**src/rtl/fir_shift_mac_ctrl.sv**
```systemverilog
`default_nettype none
// ============================================================================
// fir_shift_mac_ctrl : shift-and-add MAC sequencer driving a 0..3 bit shifter
// Revision: 1.0
// ============================================================================
module fir_shift_mac_ctrl #(
  parameter int NUM_TAPS = 8,
  parameter int ADDR_W   = 3,
  parameter int ACC_W    = 18
) (
  input  logic              clk,
  input  logic              rst,
  input  logic              start,
  output logic              busy,
  output logic              tap_rd_en,
  output logic [ADDR_W-1:0] tap_addr,
  input  logic [11:0]       tap_sample,
  input  logic [3:0]        tap_coef,
  output logic [1:0]        shift_count,
  output logic              shift_vld,
  output logic [11:0]       shift_data_in,
  input  logic [11:0]       shift_data_out,
  output logic [ACC_W-1:0]  acc_out,
  output logic              out_valid,
  input  logic              out_ready
);

  localparam logic [2:0] S_IDLE  = 3'd0;
  localparam logic [2:0] S_READ  = 3'd1;
  localparam logic [2:0] S_LATCH = 3'd2;
  localparam logic [2:0] S_SHIFT = 3'd3;
  localparam logic [2:0] S_DONE  = 3'd4;

  localparam logic [ADDR_W-1:0] LAST_K = ADDR_W'(NUM_TAPS - 1);

  logic [2:0]        r_state;
  logic [2:0]        w_next;
  logic [ADDR_W-1:0] r_k;
  logic [ADDR_W-1:0] r_addr;
  logic [1:0]        r_bit;
  logic [11:0]       r_sample;
  logic [3:0]        r_coef;
  logic [ACC_W-1:0]  r_acc;

  always_ff @(posedge clk) begin
    if (rst) r_state <= S_IDLE;
    else     r_state <= w_next;
  end

  always_comb begin
    w_next = r_state;
    case (r_state)
      S_IDLE:  if (start) w_next = S_READ;
      S_READ:  w_next = S_LATCH;
      S_LATCH: w_next = S_SHIFT;
      S_SHIFT: if (r_bit == 2'd3) w_next = (r_k == LAST_K) ? S_DONE : S_READ;
      S_DONE:  if (out_ready) w_next = S_IDLE;
      default: w_next = S_IDLE;
    endcase
  end

  // Datapath: tap/bit counters, latched operands and the accumulator.
  always_ff @(posedge clk) begin
    if (rst) begin
      r_k      <= '0;
      r_addr   <= '0;
      r_bit    <= '0;
      r_sample <= '0;
      r_coef   <= '0;
      r_acc    <= '0;
    end else begin
      case (r_state)
        S_IDLE: begin
          if (start) begin
            r_acc <= '0;
            r_k   <= '0;
          end
        end
        S_READ: r_addr <= r_k;
        S_LATCH: begin
          r_sample <= tap_sample;
          r_coef   <= tap_coef;
          r_bit    <= '0;
        end
        S_SHIFT: begin
          if (r_coef[r_bit]) r_acc <= r_acc + ACC_W'(shift_data_out);
          if (r_bit != 2'd3)     r_bit <= r_bit + 2'd1;
          else if (r_k != LAST_K) r_k  <= r_k + ADDR_W'(1);
        end
        default: ;
      endcase
    end
  end

  always_comb begin
    busy          = (r_state != S_IDLE);
    tap_rd_en     = (r_state == S_READ);
    tap_addr      = (r_state == S_READ) ? r_k : r_addr;
    shift_count   = 2'd0;
    shift_vld     = 1'b0;
    shift_data_in = 12'd0;
    out_valid     = (r_state == S_DONE);
    if (r_state == S_SHIFT) begin
      shift_count   = r_bit;
      shift_vld     = r_coef[r_bit];
      shift_data_in = r_sample;
    end
  end

  assign acc_out = r_acc;

endmodule
`default_nettype wire
```
**config.mk**
```make
export PLATFORM = sky130hd
export DESIGN_NAME = fir_shift_mac_ctrl
export DESIGN_NICKNAME = d
export VERILOG_FILES = /design/src/rtl/fir_shift_mac_ctrl.sv
export SDC_FILE = /design/constraint.sdc
export NUM_CORES = 1
export LEC_CHECK = 0
export BUFFER_PORTS_ARGS = -buffer_cell sky130_fd_sc_hd__buf_2
export CORE_UTILIZATION = 55
export CTS_CLUSTER_DIAMETER = 200
export CTS_CLUSTER_SIZE = 25
export DETAILED_ROUTE_END_ITERATION = 8
export PLACE_DENSITY = 0.83
export SLEW_MARGIN = 20
export SYNTH_ARGS = -nofsm -noshare
export SYNTH_HDL_FRONTEND = slang
export SYNTH_SLANG_ARGS = --single-unit
export TNS_END_PERCENT = 5
```
**constraint.sdc**
```tcl
create_clock -name clk -period 7.2 [get_ports clk]
set_clock_uncertainty 0.1 [all_clocks]
set_input_delay 2.16 -clock clk [delete_from_list [all_inputs] [get_ports clk]]
set_output_delay 2.16 -clock clk [all_outputs]
set_load 0.01 [all_outputs]
```
# == Word-level counts from Yosys, hierarchy flattened ==
# Cells that the tools add are included.
# W data, S select, Z words.
# op_classes
add_sub_neg,3
reduce_logical,8
n_div,0
magnitude_cmp,1
muxes,20
mul,0
bitwise,0
eq_ne,15
shifts,0
# ops
op,count
$mux W18,2
$pmux W18 S2,1
$mux W3,8
$add A18 B12 Y18,1
$pmux W3 S5,1
$ne A2 B2 Y1 const B,7
$mux W12,1
$eq A3 B2 Y1 const B,2
$eq A3 B3 Y1 const B,2
$pmux W3 S2,1
$reduce_and A3 Y1,2
$mux W2,2
$pmux W2 S2,1
$reduce_and A4 Y1,1
$reduce_bool A2 Y1,2
$add A3 B1 Y3 const B,1
$eq A3 B1 Y1 const B,1
$logic_not A3 Y1,1
$lt A2 B3 Y1 const B,1
$ne A3 B3 Y1 const B,1
$reduce_bool A3 Y1,1
$add A2 B1 Y2 const B,1
$bmux W1 S2,1
$eq A2 B2 Y1 const B,1
3 further kinds,4
# totals
mem_bits_rw,0
mem_bits_ro,0
output_inout_bits,39
input_bits,32
latchBits,0
elab_cells,54
ff_bits,45
memories,0

# == Logic depth before layout (Yosys ltp) ==
# Gate-level depths: netlist (run 1).
# logic_depth
ltp_word,4
ltp_mapped,9
depth_no_buf,9

# == Least setup slack after synthesis (run 1) ==
# Ideal clock, no wire load.
# synth_path
path_kind,input port to flip-flop
start,in shift_data_out[0]
end,"reg r_acc[10], in the netlist acc_out[10]"
path_buffers,0
t_required_ns,6.970
setup_time_ns,0.130
cell_stages,9
arrival_ns,3.818
path_slack_ns,3.152
cell_sequence,ha_1 > inv_1 > fa_1 > and2b_1 > o31a_1 > o221ai_2 > a221oi_1 > mux2i_1 > o21ai_0
# synth_via
elab_chain_cells,3
# synth_lines
element,line,rtl
from (decl),22,"input logic [11:0] shift_data_out,"
$add A18 B12 Y18,86,if (r_coef[r_bit]) r_acc <= r_acc + ACC_W'(shift_data_out);
$mux W18,86,
$pmux W18 S2,72,case (r_state)
to (signal assigned),86,
to (decl),43,logic [ACC_W-1:0] r_acc;
# No other way between the ends. The select of a mux whose other input is x is not followed.
# A chain may end at the register's enable or synchronous reset.

# == Final worst setup path (run 1) ==
# layout_path
start,reg r_state[0]
end,out shift_vld
# layout_via
elab_chain_cells,2
# layout_lines
element,line,rtl
from (decl),36,logic [2:0] r_state;
from (signal assigned),47,else r_state <= w_next;
$eq A3 B2 Y1,103,if (r_state == S_SHIFT) begin
$mux W1,103,
to (decl),20,"output logic shift_vld,"
# No other way between the ends.

==> results.cfg, run 1 <==
[outcome]
status = finished with violations
violations = design-rule violations

[setup_path]
cp_slowest_cell = and3b_1
critical_path_class = flop to output pin
r2r_end = acc_out[10]$_SDFFE_PP0P_
cp-end-kind = output pin
cp.depth = 4
crit_chain = and3b_1 > nand2_4 > inv_1 > buf_2
worst-r2r-setup-slack_ns = 4.68
cp_top_family = simple AND/OR/NAND/NOR gates
critPathLaunch = r_state[0]$_SDFFE_PP0P_
path_buf_inv = 2
worst_path_largest_cell_delay_ns = 0.56
endpoint = shift_vld
cp_max_fo = 28
worstRegToRegCells = 9
reg2reg_from = acc_out[0]$_SDFFE_PP0P_
crit_required_ns = 4.94
arrival_ns = 2.14
cp-start-kind = flop

[clocking]
clock_path_buffers = 2
clock_latency_ns = 0.30
cts_tree = yes
cts_resized = 0
cts.sinks = 45
postCtsSetupBuffers = 0
cts-htree-levels = 2
hold_buffers = 0
root_buffer = clkbuf_8
clk_pin_slew_ns = 0.09
cts_buffers = 5

[floorplan]
std_cell_rows = 24
core-area_um2 = 4440
io_pins = 71
die_h_um = 70.5
initial_core_util_pct = 58.0
die_w_um = 70.5
die-area_um2 = 4970

[min_path]
worstHoldStart = r_sample[3]$_SDFFE_PP0P_
hp-class = flop to flop
whs_path_depth = 2

[drt]
dr_wl_met2_um = 2850
drt_first_pass_iters = 6
drc = 6
wl_met3_um = 263
top_layer_used = met4
routed_wirelength_um = 5740
ant_nets = 0
routedWlPerCell_um = 13.4
via_count = 2423
vias_per_cell = 5.67
drtIter0Drc = 175
wl_met1_um = 2600

[synthesis]
synth_top_area_share_pct = 34.9
async_flop_share_pct = 0
synth_seq_cells = 45
synth_area_per_cell_um2 = 8.27
synth_top_area_cell = dfxtp_1
synth_flop_cell = dfxtp_1
synth_most_common_cell = dfxtp_1
synth_nets = 360
yosysSeqAreaShare_pct = 34.9
synth_cells = 312
synth_cell_types = 60
syn_area_um2 = 2580
ys_top_cells_by_count = 45 x dfxtp_1, 40 x nand2_1, 26 x a21oi_1
yosys_warnings = 0
synthTopCellsByArea = dfxtp_1 35%, ha_1 7.3%, nand2_1 5.8%
synth-edff-count = 0

[timing]
hold_viol_final = 0
post-route-min-period_ns = 4.40
timing.final.crit_share_pct = 61.1
fin_ws_ns = 2.80
rsz0062_at_grt = no
slew_viol_final = 0
max_slew_margin_pct = 28.9
fin_tns_setup_ns = 0
setup_viol = 0
fmax_mhz = 227
worst_slew_pin_slew_ns = 1.06

[placement]
gp_congestion = 0.886
port_buffers = 70
place_ws_ns = 2.86
dp_hpwl_um = 4070
numPlacedInstances = 419

[final_layout]
area_growth_pct = 17.8
n_antenna_cell = 0
final_layout_size_suffix_gt1_share_pct = 25.3
nNetsFinal = 422
layout.cells.non_filler = 427

[grt]
grt.total_usage_pct = 24.1
grt_pass1_wl_um = 9600
grt_pass1_vias = 2205
antenna_found_initial = 0
overflow = 0
grt_max_degree = 50

[power_and_ir_drop]
ir_drop_mv = 0.109
cellLeakagePower_nw = 1.43
powerDensity_nw_per_um2 = 167

[job]
max_cap_violations = 0
-- final cells by class --
class	count	area [um^2]
Inverter	8	30.0
Sequential cell	45	901
Clock inverter	3	43.8
Clock buffer	5	68.8
Fill cell	383	1410
Tap cell	52	65.1
Multi-Input combinational cell	244	1580
Timing Repair Buffer	70	350
-- per-stage QoR --
| step | util [%] | hold slack (ns) | total power [mW] | instance area (um^2) |
|---|---|---|---|---|
| after floorplan | - | 0.332 | 0.303 | 2580 |
| after global placement | 65.8 | 0.337 | 0.319 | 2930 |
| after detailed placement | 65.8 | 0.342 | 0.321 | 2930 |
| after CTS | 68.4 | 0.355 | 0.513 | 3040 |
| after global routing | 68.4 | 0.391 | 0.533 | 3040 |
| final | 68.4 | 0.353 | 0.508 | 3040 |
-- tightest hold or removal path, delay by kind of cell (launching register included) --
family | cells | cell delay (ns)
DFF | 1 | 0.31
AOI/OAI and AO/OA | 1 | 0.05
and+or+nand+nor | 1 | 0.05
-- worst min-delay path by stage --
stage	end
6_report	r_sample[3]$_SDFFE_PP0P_
2_1_floorplan	r_sample[0]$_SDFFE_PP0P_
5_1_grt	r_coef[3]$_SDFFE_PP0P_
3_3_place_gp	r_sample[4]$_SDFFE_PP0P_
4_1_cts	r_sample[0]$_SDFFE_PP0P_
3_5_place_dp	r_sample[0]$_SDFFE_PP0P_
-- per-layer routing --
| metal | GRT usage, % | up-vias |
|---|---|---|
| met1 | 29.0 | 1116 |
| met5 | 0 | - |
| met4 | 7.03 | 0 |
| met2 | 43.3 | 59 |
| met3 | 4.76 | 2 |
| li1 | - | 1246 |
-- cell families (layout without fill, tap and decap cells) --
logic type / after synthesis / in the layout / share of synthesized area (%)
xor+xnor: 1 / 1 / 0.340
buf+inv: 23 / 86 / 3.83
simple gates: 141 / 141 / 28.9
mux: 8 / 8 / 3.74
compound gates: 78 / 78 / 20.2
fa+ha+maj: 16 / 16 / 8.05
flops: 45 / 45 / 34.9
-- cell usage in the layout, fill, tap and decap left out, types with 3 or more instances in the layout --
master and instances:
dfxtp_1 45, nor4b_1 3, nand2b_1 6, o21ai_0 8, a22oi_1 4, mux2_2 3
a211oi_1 3, a31oi_1 6, and3_1 4, o21ai_1 4, or2_2 3, clkbuf_8 5
nand3_1 11, nor2_1 24, a21oi_1 26, ha_1 15, nor2b_1 5, inv_1 8
o21a_1 4, a21o_1 4, nand2_1 40, nor3_1 9, and2_1 15, buf_2 70
nand3b_1 3, mux2i_1 4
-- sequential cells by signal (all words and copies together), names as in the netlist --
signal / count
r_k: 3
r_sample: 12
r_bit: 2
r_coef: 4
r_addr: 3
acc_out: 18
r_state: 3
-- power breakdown --
group	total [mW]	switching, mW	internal (mW)
Sequential	0.260	0.00487	0.255
Clock	0.192	0.0882	0.104
Combinational	0.0560	0.0343	0.0217
(Power assumes the default switching activity.)
==> inputs of run 2 (changes only) <==
Settings changed: CORE_UTILIZATION 55 to 47, PLACE_DENSITY 0.83 to 0.76.
Clock period 7.2 ns to 3.9 ns, I/O delays scaled along.
==> run 2 against run 1 <==
Net effect:
- the flow now finishes without violations
- register-to-register slack worse by 3.2 ns
- final area increased by 0.95%
- core utilization down 9.4 points
- power grew 81%
- critical path type unchanged
==> results.cfg, run 2 (same netlist as run 1, synthesis figures left out) <==
[outcome]
status = complete, no violations

[grt]
grt_pass1_vias = 2207
grt_max_degree = 46
grt_pass1_wl_um = 10000
antenna_found_initial = 0
overflow = 0
grt.total_usage_pct = 20.8

[setup_path]
r2r_end = acc_out[10]$_SDFFE_PP0P_
worst-r2r-setup-slack_ns = 1.47
worstRegToRegCells = 9
critical_path_class = flop to output pin
crit_required_ns = 2.63
reg2reg_from = acc_out[0]$_SDFFE_PP0P_
cp-end-kind = output pin
endpoint = shift_vld
cp-start-kind = flop
cp_max_fo = 28
critPathLaunch = r_bit[0]$_SDFFE_PP0P_
arrival_ns = 1.95

[clocking]
clk_pin_slew_ns = 0.08
clock_path_buffers = 2
hold_buffers = 0
cts-htree-levels = 2
root_buffer = clkbuf_8
cts_resized = 0
cts.sinks = 45
postCtsSetupBuffers = 0
cts_buffers = 5
cts_tree = yes
clock_latency_ns = 0.29

[placement]
gp_congestion = 0.857
placed_cell_area_um2 = 2960
dp_hpwl_um = 4120
place_ws_ns = 0.569
numPlacedInstances = 439
port_buffers = 70

[final_layout]
n_antenna_cell = 0
layout.cells.non_filler = 446
fin_area_um2 = 3070
final_layout_size_suffix_gt1_share_pct = 25.5
layout_common_cells = 70 x buf_2, 45 x dfxtp_1, 40 x nand2_1
largest_register_ffs = 18
layout_commonest_cell = buf_2
nNetsFinal = 424
area_growth_pct = 18.9

[drt]
top_layer_used = met4
via_count = 2445
routed_wirelength_um = 5690
ant_nets = 0
drtIter0Drc = 77
wl_met1_um = 2810
routedWlPerCell_um = 12.8
wl_met3_um = 234
dr_wl_met2_um = 2610
drc = 0
vias_per_cell = 5.48
drt_first_pass_iters = 4

[floorplan]
initial_core_util_pct = 49.5
die_w_um = 76.1
die_h_um = 76.1
std_cell_rows = 26
die-area_um2 = 5790
io_pins = 71
core-area_um2 = 5200

[timing]
max_slew_margin_pct = 33.5
fmax_mhz = 310
setup_viol = 0
timing.final.crit_share_pct = 82.7
slew_viol_final = 0
fin_ws_ns = 0.675
hold_viol_final = 0
rsz0062_at_grt = no
whs_ns = 0.352
fin_tns_setup_ns = 0
worst_slew_pin_slew_ns = 0.993
post-route-min-period_ns = 3.22

[power_and_ir_drop]
powerDensity_nw_per_um2 = 300
ir_drop_mv = 0.182
cellLeakagePower_nw = 1.44

[job]
max_cap_violations = 0

[min_path]
hp-class = flop to flop
==> run 2: cell types whose count changed in the layout (fill, tap and decap cells not counted) <==
cell / previous run / this run
buf_4: 0 / 2
inv_6: 1 / 0
==> run 2: layout make-up <==
class / count / area, um^2
repair buffers: 72 / 365
well taps: 70 / 87.6
clock inverters: 2 / 35.0
inverters: 8 / 30.0
multi-input cells: 244 / 1580
clock buffers: 5 / 68.8
flip-flops and latches: 45 / 901
fillers: 494 / 2140
==> run 2: layer usage <==
metal  GRT usage [%]  vias to the layer above
li1                -                     1248
met4            5.96                        0
met3            4.31                        4
met5               0                        -
met1            26.3                     1142
met2            35.6                       51
==> run 2: worst min-delay path by stage <==
stage | startpoint | end | slack [ns] | cells past startpoint
floorplan | r_sample[0]$_SDFFE_PP0P_ | r_sample[0]$_SDFFE_PP0P_ | 0.33 | 2
global placement | r_sample[1]$_SDFFE_PP0P_ | r_sample[1]$_SDFFE_PP0P_ | 0.34 | 2
detailed placement | r_sample[3]$_SDFFE_PP0P_ | r_sample[3]$_SDFFE_PP0P_ | 0.34 | 2
CTS | r_sample[3]$_SDFFE_PP0P_ | r_sample[3]$_SDFFE_PP0P_ | 0.35 | 2
global route | r_sample[10]$_SDFFE_PP0P_ | r_sample[10]$_SDFFE_PP0P_ | 0.37 | 2
finish | r_sample[10]$_SDFFE_PP0P_ | r_sample[10]$_SDFFE_PP0P_ | 0.35 | 2
==> run 2: stage by stage <==
stage	power [mW]	util, %
final	0.921	58.9
after global routing	0.970	58.9
after CTS	0.934	58.9
after detailed placement	0.595	56.9
after global placement	0.593	56.9
after floorplan	0.560	-
==> run 2: report_power, final <==
part	total, mW	internal, mW	leakage (nW)	switching (mW)
logic	0.105	0.0412	1.02	0.0639
clock network	0.336	0.186	0.0540	0.150
registers	0.479	0.471	0.364	0.00875
==> run 2: critical path: stages, from the launching register on <==
cell and delay, ns:
dfxtp_1 0.42, mux4_2 0.56, nand2_4 0.27, inv_1 0.22
buf_2 0.19
